[src/rtl/peripheral_mpram_arbiter.sv]
// peripheral_mpram_arbiter: round-robin arbiter sharing one single-port memory BIU among NPORTS requesters.
// Optional bus-lock support is compiled in with PERIPHERAL_MPRAM_ARBITER_LOCK_EN.
module peripheral_mpram_arbiter #(
    parameter int PLEN   = 64,
    parameter int XLEN   = 64,
    parameter int NPORTS = 4
) (
    input  logic                     rst,
    input  logic                     clk,
    input  logic [NPORTS-1:0]        req_i,
    input  logic [NPORTS-1:0]        we_i,
    input  logic [3*NPORTS-1:0]      be_i,
    input  logic [PLEN*NPORTS-1:0]   addr_i,
    input  logic [XLEN*NPORTS-1:0]   data_i,
    input  logic [NPORTS-1:0]        lock_i,
    output logic [NPORTS-1:0]        gnt_o,
    output logic [NPORTS-1:0]        ack_o,
    output logic [XLEN-1:0]          data_o,
    output logic                     mem_req_o,
    output logic                     mem_we_o,
    output logic [2:0]               mem_be_o,
    output logic [PLEN-1:0]          mem_addr_o,
    output logic [XLEN-1:0]          mem_data_o,
    input  logic [XLEN-1:0]          mem_data_i
);
    localparam int PW = $clog2(NPORTS);
    typedef enum logic [1:0] {IDLE, ISSUE, RESP} state_t;
    state_t state, state_nxt;
    logic [PW-1:0] ptr, win, sel, pick;
    logic found, go, lock_q, lock_now;
    logic cmd_we, pick_we;
    logic [2:0] cmd_be, pick_be;
    logic [PLEN-1:0] cmd_addr, pick_addr;
    logic [XLEN-1:0] cmd_data, pick_data, data_q;
    logic [NPORTS-1:0] win_oh;
`ifdef PERIPHERAL_MPRAM_ARBITER_LOCK_EN
    // a locking winner still requesting keeps the bus for its next access
    assign lock_now = lock_i[win] & req_i[win];
    always_ff @(posedge clk or negedge rst)
        if (!rst) lock_q <= 1'b0;
        else if (state == RESP) lock_q <= lock_now;
`else
    logic unused_lock;
    assign lock_now    = 1'b0;
    assign lock_q      = 1'b0;
    assign unused_lock = ^lock_i;
`endif
    always_comb begin
        sel   = ptr;
        found = 1'b0;
        for (int i = 0; i < NPORTS; i++)
            if (!found && req_i[(int'(ptr) + i) % NPORTS]) begin
                sel   = PW'((int'(ptr) + i) % NPORTS);
                found = 1'b1;
            end
    end
    assign go   = lock_q | found;
    assign pick = lock_q ? win : sel;
    always_comb begin
        pick_we   = 1'b0;
        pick_be   = '0;
        pick_addr = '0;
        pick_data = '0;
        for (int i = 0; i < NPORTS; i++)
            if (pick == PW'(i)) begin
                pick_we   = we_i[i];
                pick_be   = be_i[3*i +: 3];
                pick_addr = addr_i[PLEN*i +: PLEN];
                pick_data = data_i[XLEN*i +: XLEN];
            end
    end
    always_ff @(posedge clk or negedge rst)
        if (!rst) state <= IDLE;
        else state <= state_nxt;
    assign win_oh = NPORTS'(1) << win;
    always_comb begin
        state_nxt = state;
        gnt_o     = '0;
        ack_o     = '0;
        mem_req_o = 1'b0;
        data_o    = data_q;
        case (state)
            IDLE:  state_nxt = go ? ISSUE : IDLE;
            ISSUE: begin
                state_nxt = RESP;
                gnt_o     = win_oh;
                mem_req_o = 1'b1;
            end
            RESP:  begin
                state_nxt = IDLE;
                ack_o     = win_oh;
                data_o    = cmd_we ? data_q : mem_data_i;
            end
            default: state_nxt = IDLE;
        endcase
    end
    always_ff @(posedge clk or negedge rst)
        if (!rst) begin
            ptr      <= '0;
            win      <= '0;
            cmd_we   <= 1'b0;
            cmd_be   <= '0;
            cmd_addr <= '0;
            cmd_data <= '0;
            data_q   <= '0;
        end else begin
            if (state == IDLE && go) begin
                win      <= pick;
                cmd_we   <= pick_we;
                cmd_be   <= pick_be;
                cmd_addr <= pick_addr;
                cmd_data <= pick_data;
            end
            if (state == RESP) begin
                ptr <= lock_now ? ptr : (win == PW'(NPORTS - 1)) ? '0 : win + 1'b1;
                if (!cmd_we) data_q <= mem_data_i;
            end
        end
    assign mem_we_o   = cmd_we;
    assign mem_be_o   = cmd_be;
    assign mem_addr_o = cmd_addr;
    assign mem_data_o = cmd_data;
endmodule

[config.mk]
export PLATFORM = sky130hd
export DESIGN_NAME = peripheral_mpram_arbiter
export DESIGN_NICKNAME = d
export VERILOG_FILES = /design/src/rtl/peripheral_mpram_arbiter.sv
export SDC_FILE = /design/constraint.sdc
export NUM_CORES = 1
export LEC_CHECK = 0
export CELL_PAD_IN_SITES_DETAIL_PLACEMENT = 1
export CELL_PAD_IN_SITES_GLOBAL_PLACEMENT = 2
export CORE_AREA = 2 2 318 320
export CTS_BUF_LIST = sky130_fd_sc_hd__clkbuf_8
export CTS_CLUSTER_DIAMETER = 40
export DETAILED_ROUTE_END_ITERATION = 10
export DIE_AREA = 0 0 320 322
export GPL_ROUTABILITY_DRIVEN = 0
export GPL_TIMING_DRIVEN = 0
export PLACE_DENSITY = 0.62
export SKIP_CTS_REPAIR_TIMING = 1
export SLEW_MARGIN = 20
export SYNTH_ARGS = -nofsm -noshare
export SYNTH_HDL_FRONTEND = slang
export SYNTH_SLANG_ARGS = --single-unit
[constraint.sdc]
create_clock -name clk -period 2.9 [get_ports clk]
set_input_delay 0.58 -clock clk [delete_from_list [all_inputs] [get_ports clk]]
set_output_delay 0.58 -clock clk [all_outputs]
set_load 0.02 [all_outputs]
== Word-level counts from Yosys, hierarchy flattened ==
Index checks and enable logic that the tools add are counted.

* Add/subtract/negate cells: 4
* Multipliers: 0
* Divide/modulo/power cells: 0
* Order comparisons: 4
* Equality and inequality tests: 6
* Shift operators: 1
* Muxes and demuxes: 42
* Bitwise logic cells: 3
* Reduce and logical (&&, ||, !) cells: 12

{| class="wikitable"
|+ Operator list
! operator !! number
|-
| 2-to-1 mux 64 bit || 10
|-
| 2-to-1 mux 1 bit || 17
|-
| less-than comparator 3 x 4 -> 1 bit (second input constant) || 3
|-
| 2-to-1 mux 3 bit || 4
|-
| binary-select mux 1 bit (select 2 bit) || 4
|-
| equality test 2 bit (second input constant) || 4
|-
| 2-to-1 mux 2 bit || 4
|-
| 2-to-1 mux 4 bit || 2
|-
| OR reduction 2 bit || 3
|-
| adder 2 x 1 -> 2 bit (second input constant) || 2
|-
| adder 2 bit (second input constant) || 2
|-
| equality test 2 x 1 -> 1 bit (second input constant) || 2
|-
| logical AND 1 bit || 4
|-
| logical NOT 2 bit || 2
|-
| case mux 2 bit (2 select lines) || 1
|-
| << shifter 1 x 2 -> 4 bit (first input constant) || 1
|-
| AND 1 bit (first input constant) || 3
|-
| logical NOT 1 bit || 3
|-
| less-than comparator 2 x 3 -> 1 bit (second input constant) || 1
|}

* Register bits: 202
* Latch bits: 0
* RAM bits: 0
* ROM bits: 0
* Input bits: 602
* Output and inout port bits: 205
* Word-level logic and storage cells: 80
* Memories kept: 0

== Depth between registers and ports, before layout ==
* Word-level depth: 19
* Gate-level depth with buffers: 10
* Gate-level depth less buffers: 6

== Least setup slack after synthesis ==
Ideal clock, no wire load.

* Path type: reg2out
* Start: reg state[0]
* End: out data_o[10]
* Arrival: 1.756 ns
* Required time: 2.320 ns
* Setup slack: 0.564 ns
* Stages on the path, launching flop included: 5
* Path buffers: 1
* Cells stage by stage: dfrtp_1 -> nand2b_1 -> nor2_1 -> clkbuf_1 -> mux2_2

* Cells in the longest elaborated chain, start to end: 2

{| class="wikitable"
|+ RTL lines
! element !! line !! RTL
|-
| from (decl) || 28 || <nowiki>state_t state, state_nxt;</nowiki>
|-
| from (signal assigned) || 74 || <nowiki>else state <= state_nxt;</nowiki>
|-
| equality test 2 bit || 82 || <nowiki>case (state)</nowiki>
|-
| 2-to-1 mux 64 bit || -- ||
|-
| to (decl) || 18 || <nowiki>output logic [XLEN-1:0] data_o,</nowiki>
|}

Every way passes these cells.

== Worst setup path after layout ==
* Start: reg state[1]
* End: out gnt_o[0]

* Cells in the longest elaborated chain, start to end: 2

{| class="wikitable"
|+ RTL lines
! element !! line !! RTL
|-
| equality test 2 x 1 -> 1 bit || 82 ||
|-
| 2-to-1 mux 4 bit || 82 ||
|-
| to (decl) || 16 || <nowiki>output logic [NPORTS-1:0] gnt_o,</nowiki>
|}

Every way passes these cells.

==> impl_metrics.json <==
{
  "status": "finished, violations left",
  "violations": "setup timing",
  "maxSlewHeadroom_pct": 53.1,
  "met3_usage_pct": 5.58,
  "required_ps": 2320,
  "setup_tns_ps": -179,
  "worst-setup-path-type": "register to output pin",
  "antenna_found_initial": 47,
  "async_reset_ff_share_pct": 100,
  "dieWidth_um": 320,
  "slowest_delay_ps": 600,
  "worstHoldPathType": "primary input to asynchronous set/reset pin",
  "synth_warnings": 0,
  "synth-edff-count": 0,
  "met1_usage_pct": 23.3,
  "drive_above_1_share_pct": 11.6,
  "ys.flop_type": "dfrtp_1",
  "start_util_pct": 15.3,
  "clock_path_buffers": 3,
  "setup_slack_ps": -62.9,
  "syn-cell-area_um2": 15200,
  "drc": 0,
  "crit_fanout": 6,
  "critPathTopFamily": "simple AND/OR/NAND/NOR gates",
  "hpwl_um": 86000,
  "cts_tree": "yes",
  "drv_slew": 0,
  "first_iter_violations": 1063,
  "finalClockSkew_ps": 16.1,
  "critPathArrivalTime_ps": 2380,
  "crit_buf_inv": 1,
  "peakVddDrop_mv": 0.481,
  "drtPass1Iterations": 7,
  "fin_crit_ps": 2960,
  "p_leak_nw": 10.3,
  "grt_pass1_vias": 21100,
  "critical_path.slowest_cell": "clkdlybuf4s50_1",
  "drt-total-wl_um": 108000,
  "cp-end-kind": "output pin",
  "setup_viol_count_final": 6,
  "rsz0062_at_grt": "true",
  "port_buffers": 801,
  "ys_seq_elements": 202,
  "start_kind": "register",
  "fmax_ghz": 0.338,
  "io_pins": 807,
  "max_slew.worst_pin.slew_ps": 704,
  "vias_per_cell": 4.77,
  "min_period_over_period_pct": 102,
  "synth_cell_type_count": 38,
  "grt_busiest_layer": "met2",
  "dieArea_um2": 103000,
  "grt_overflow": 0,
  "final_util_pct": 26.8,
  "detail-route-antenna-nets": 0,
  "cts_sinks": 202,
  "syn_nets": 2488,
  "grt_pass1_wl_um": 151000,
  "clk_pin_slew_ps": 50,
  "fp.dieH_um": 322,
  "syn_to_final_growth_pct": 75.0,
  "cts-buffers-inserted": 56,
  "grt_usage_pct": 19.9,
  "grtUsageMet2_pct": 35.6,
  "path_cells": "nor2b_2, and2_1, clkdlybuf4s50_1",
  "num_vias": 19600,
  "wl_per_cell_um": 26.2,
  "clkLatencyLatePin_ps": 700,
  "syn_avg_cell_area_um2": 8.10,
  "coreArea_um2": 99600,
  "grt_start_max_net_pins": 83,
  "p_per_area_nw_per_um2": 959,
  "cts_max_level": 2,
  "max_cap_violations": 0,
  "r2r_slack_ps": 120,
  "fin_nets": 3360,
  "cts_root_buf": "clkbuf_8",
  "synth_seq_area_share_pct": 33.2,
  "synthCells": 1882,
  "rows": 116,
  "hold_violations": 0
}
## sequential cells by signal, indices dropped and copies added, names as in the netlist
signal and flops:
data_q 64, mem_addr_o 64, mem_be_o 3, mem_data_o 64
mem_we_o 1, ptr 2, state 2, win 2
## where the power goes
| part | leakage (nW) | switching, mW | internal, mW |
|---|---|---|---|
| sequential | 2.48 | 0.743 | 4.24 |
| combinational | 7.04 | 9.28 | 6.34 |
| clock | 0.743 | 1.80 | 3.16 |
## kinds of logic after synthesis
group / Yosys count / share of synthesized area (%)
mux: 64 / 4.73
compound gates: 674 / 32.2
flops: 202 / 33.2
simple gates: 560 / 19.6
buf+inv: 378 / 10.0
fa+ha+maj: 4 / 0.328
## worst paths after layout
check                                  to       from  depth (start not counted)
setup / recovery                 gnt_o[0]   state[1]                          3
hold / removal             mem_addr_o[36]        rst                          2
hold reg to reg                 data_q[2]  data_q[2]                          1
min in group clk                 state[0]   req_i[3]                          4
max in group asynchronous  mem_data_o[45]        rst                          3
setup reg to reg           mem_addr_o[49]     ptr[1]                          8
## per-stage QoR
| stage | std cells | total power, mW | setup slack, ps | area (um^2) | hold WS (ps) |
|---|---|---|---|---|---|
| 6_report | 4116 | 25.6 | -62.9 | 26700 | 404 |
| 5_1_grt | 4108 | 27.2 | -164 | 26700 | 390 |
| 4_1_cts | 4088 | 25.8 | -1050 | 26400 | -248 |
| 3_5_place_dp | 3984 | 20.7 | -1550 | 25000 | 487 |
| 3_3_place_gp | 3981 | 20.3 | -8750 | 24900 | 480 |
| 2_1_floorplan | 1882 | 13.0 | 564 | 15200 | 284 |
## Yosys cell counts, types with 2 or more instances
cell type	instances	area [um^2]
nand3_1	264	1320
dfrtp_1	202	5050
clkbuf_1	181	679
nand2_1	139	522
inv_1	135	507
a211oi_1	132	991
a22oi_1	132	991
nand3b_1	132	991
o211ai_1	132	991
o311ai_0	132	1160
o21ai_0	112	561
mux2_2	64	721
buf_2	34	170
o21ai_1	23	115
buf_1	16	60.1
and2_1	8	50.1
buf_6	8	90.1
nor2b_1	6	37.5
ha_1	4	50.1
nand2b_1	3	18.8
nor2_1	3	11.3
a21oi_1	2	10.0
and3_1	2	12.5
buf_4	2	15.0
## layer usage
metal	vias to the layer above	routed length, um
met2	636	54100
met4	48	2230
met1	9854	43500
met3	156	7650
li1	8944	-
met5	-	319
## placed cells by master, fill, tap and decap left out, types with 6 or more instances in the layout
cell type	count
clkdlybuf4s50_1	735
nand3_1	264
dfrtp_1	202
clkbuf_1	154
inv_1	144
nand2_1	139
a211oi_1	132
nand3b_1	132
o211ai_1	132
o311ai_0	132
a22oi_1	131
o21ai_0	108
clkbuf_8	66
clkbuf_2	47
mux2_2	45
buf_2	41
buf_6	29
o21ai_1	24
mux2_4	19
diode_2	18
buf_4	16
buf_1	12
bufinv_16	12
and2_1	8
clkinv_2	8
buf_12	7
clkbuf_4	6
clkinvlp_4	6
## final cells by class
class                      instances  area (um^2)
antenna                           18         45.0
buffer                           242         1190
clock buffer                      66          908
clock inverter                    38          520
fill                           11700        72900
inverter                         136          510
multi-input combinational       1302         8810
sequential                       202         5050
tap                             1298         1620
timing repair buffer             814         8010
Power figures use the tool's default switching activity.
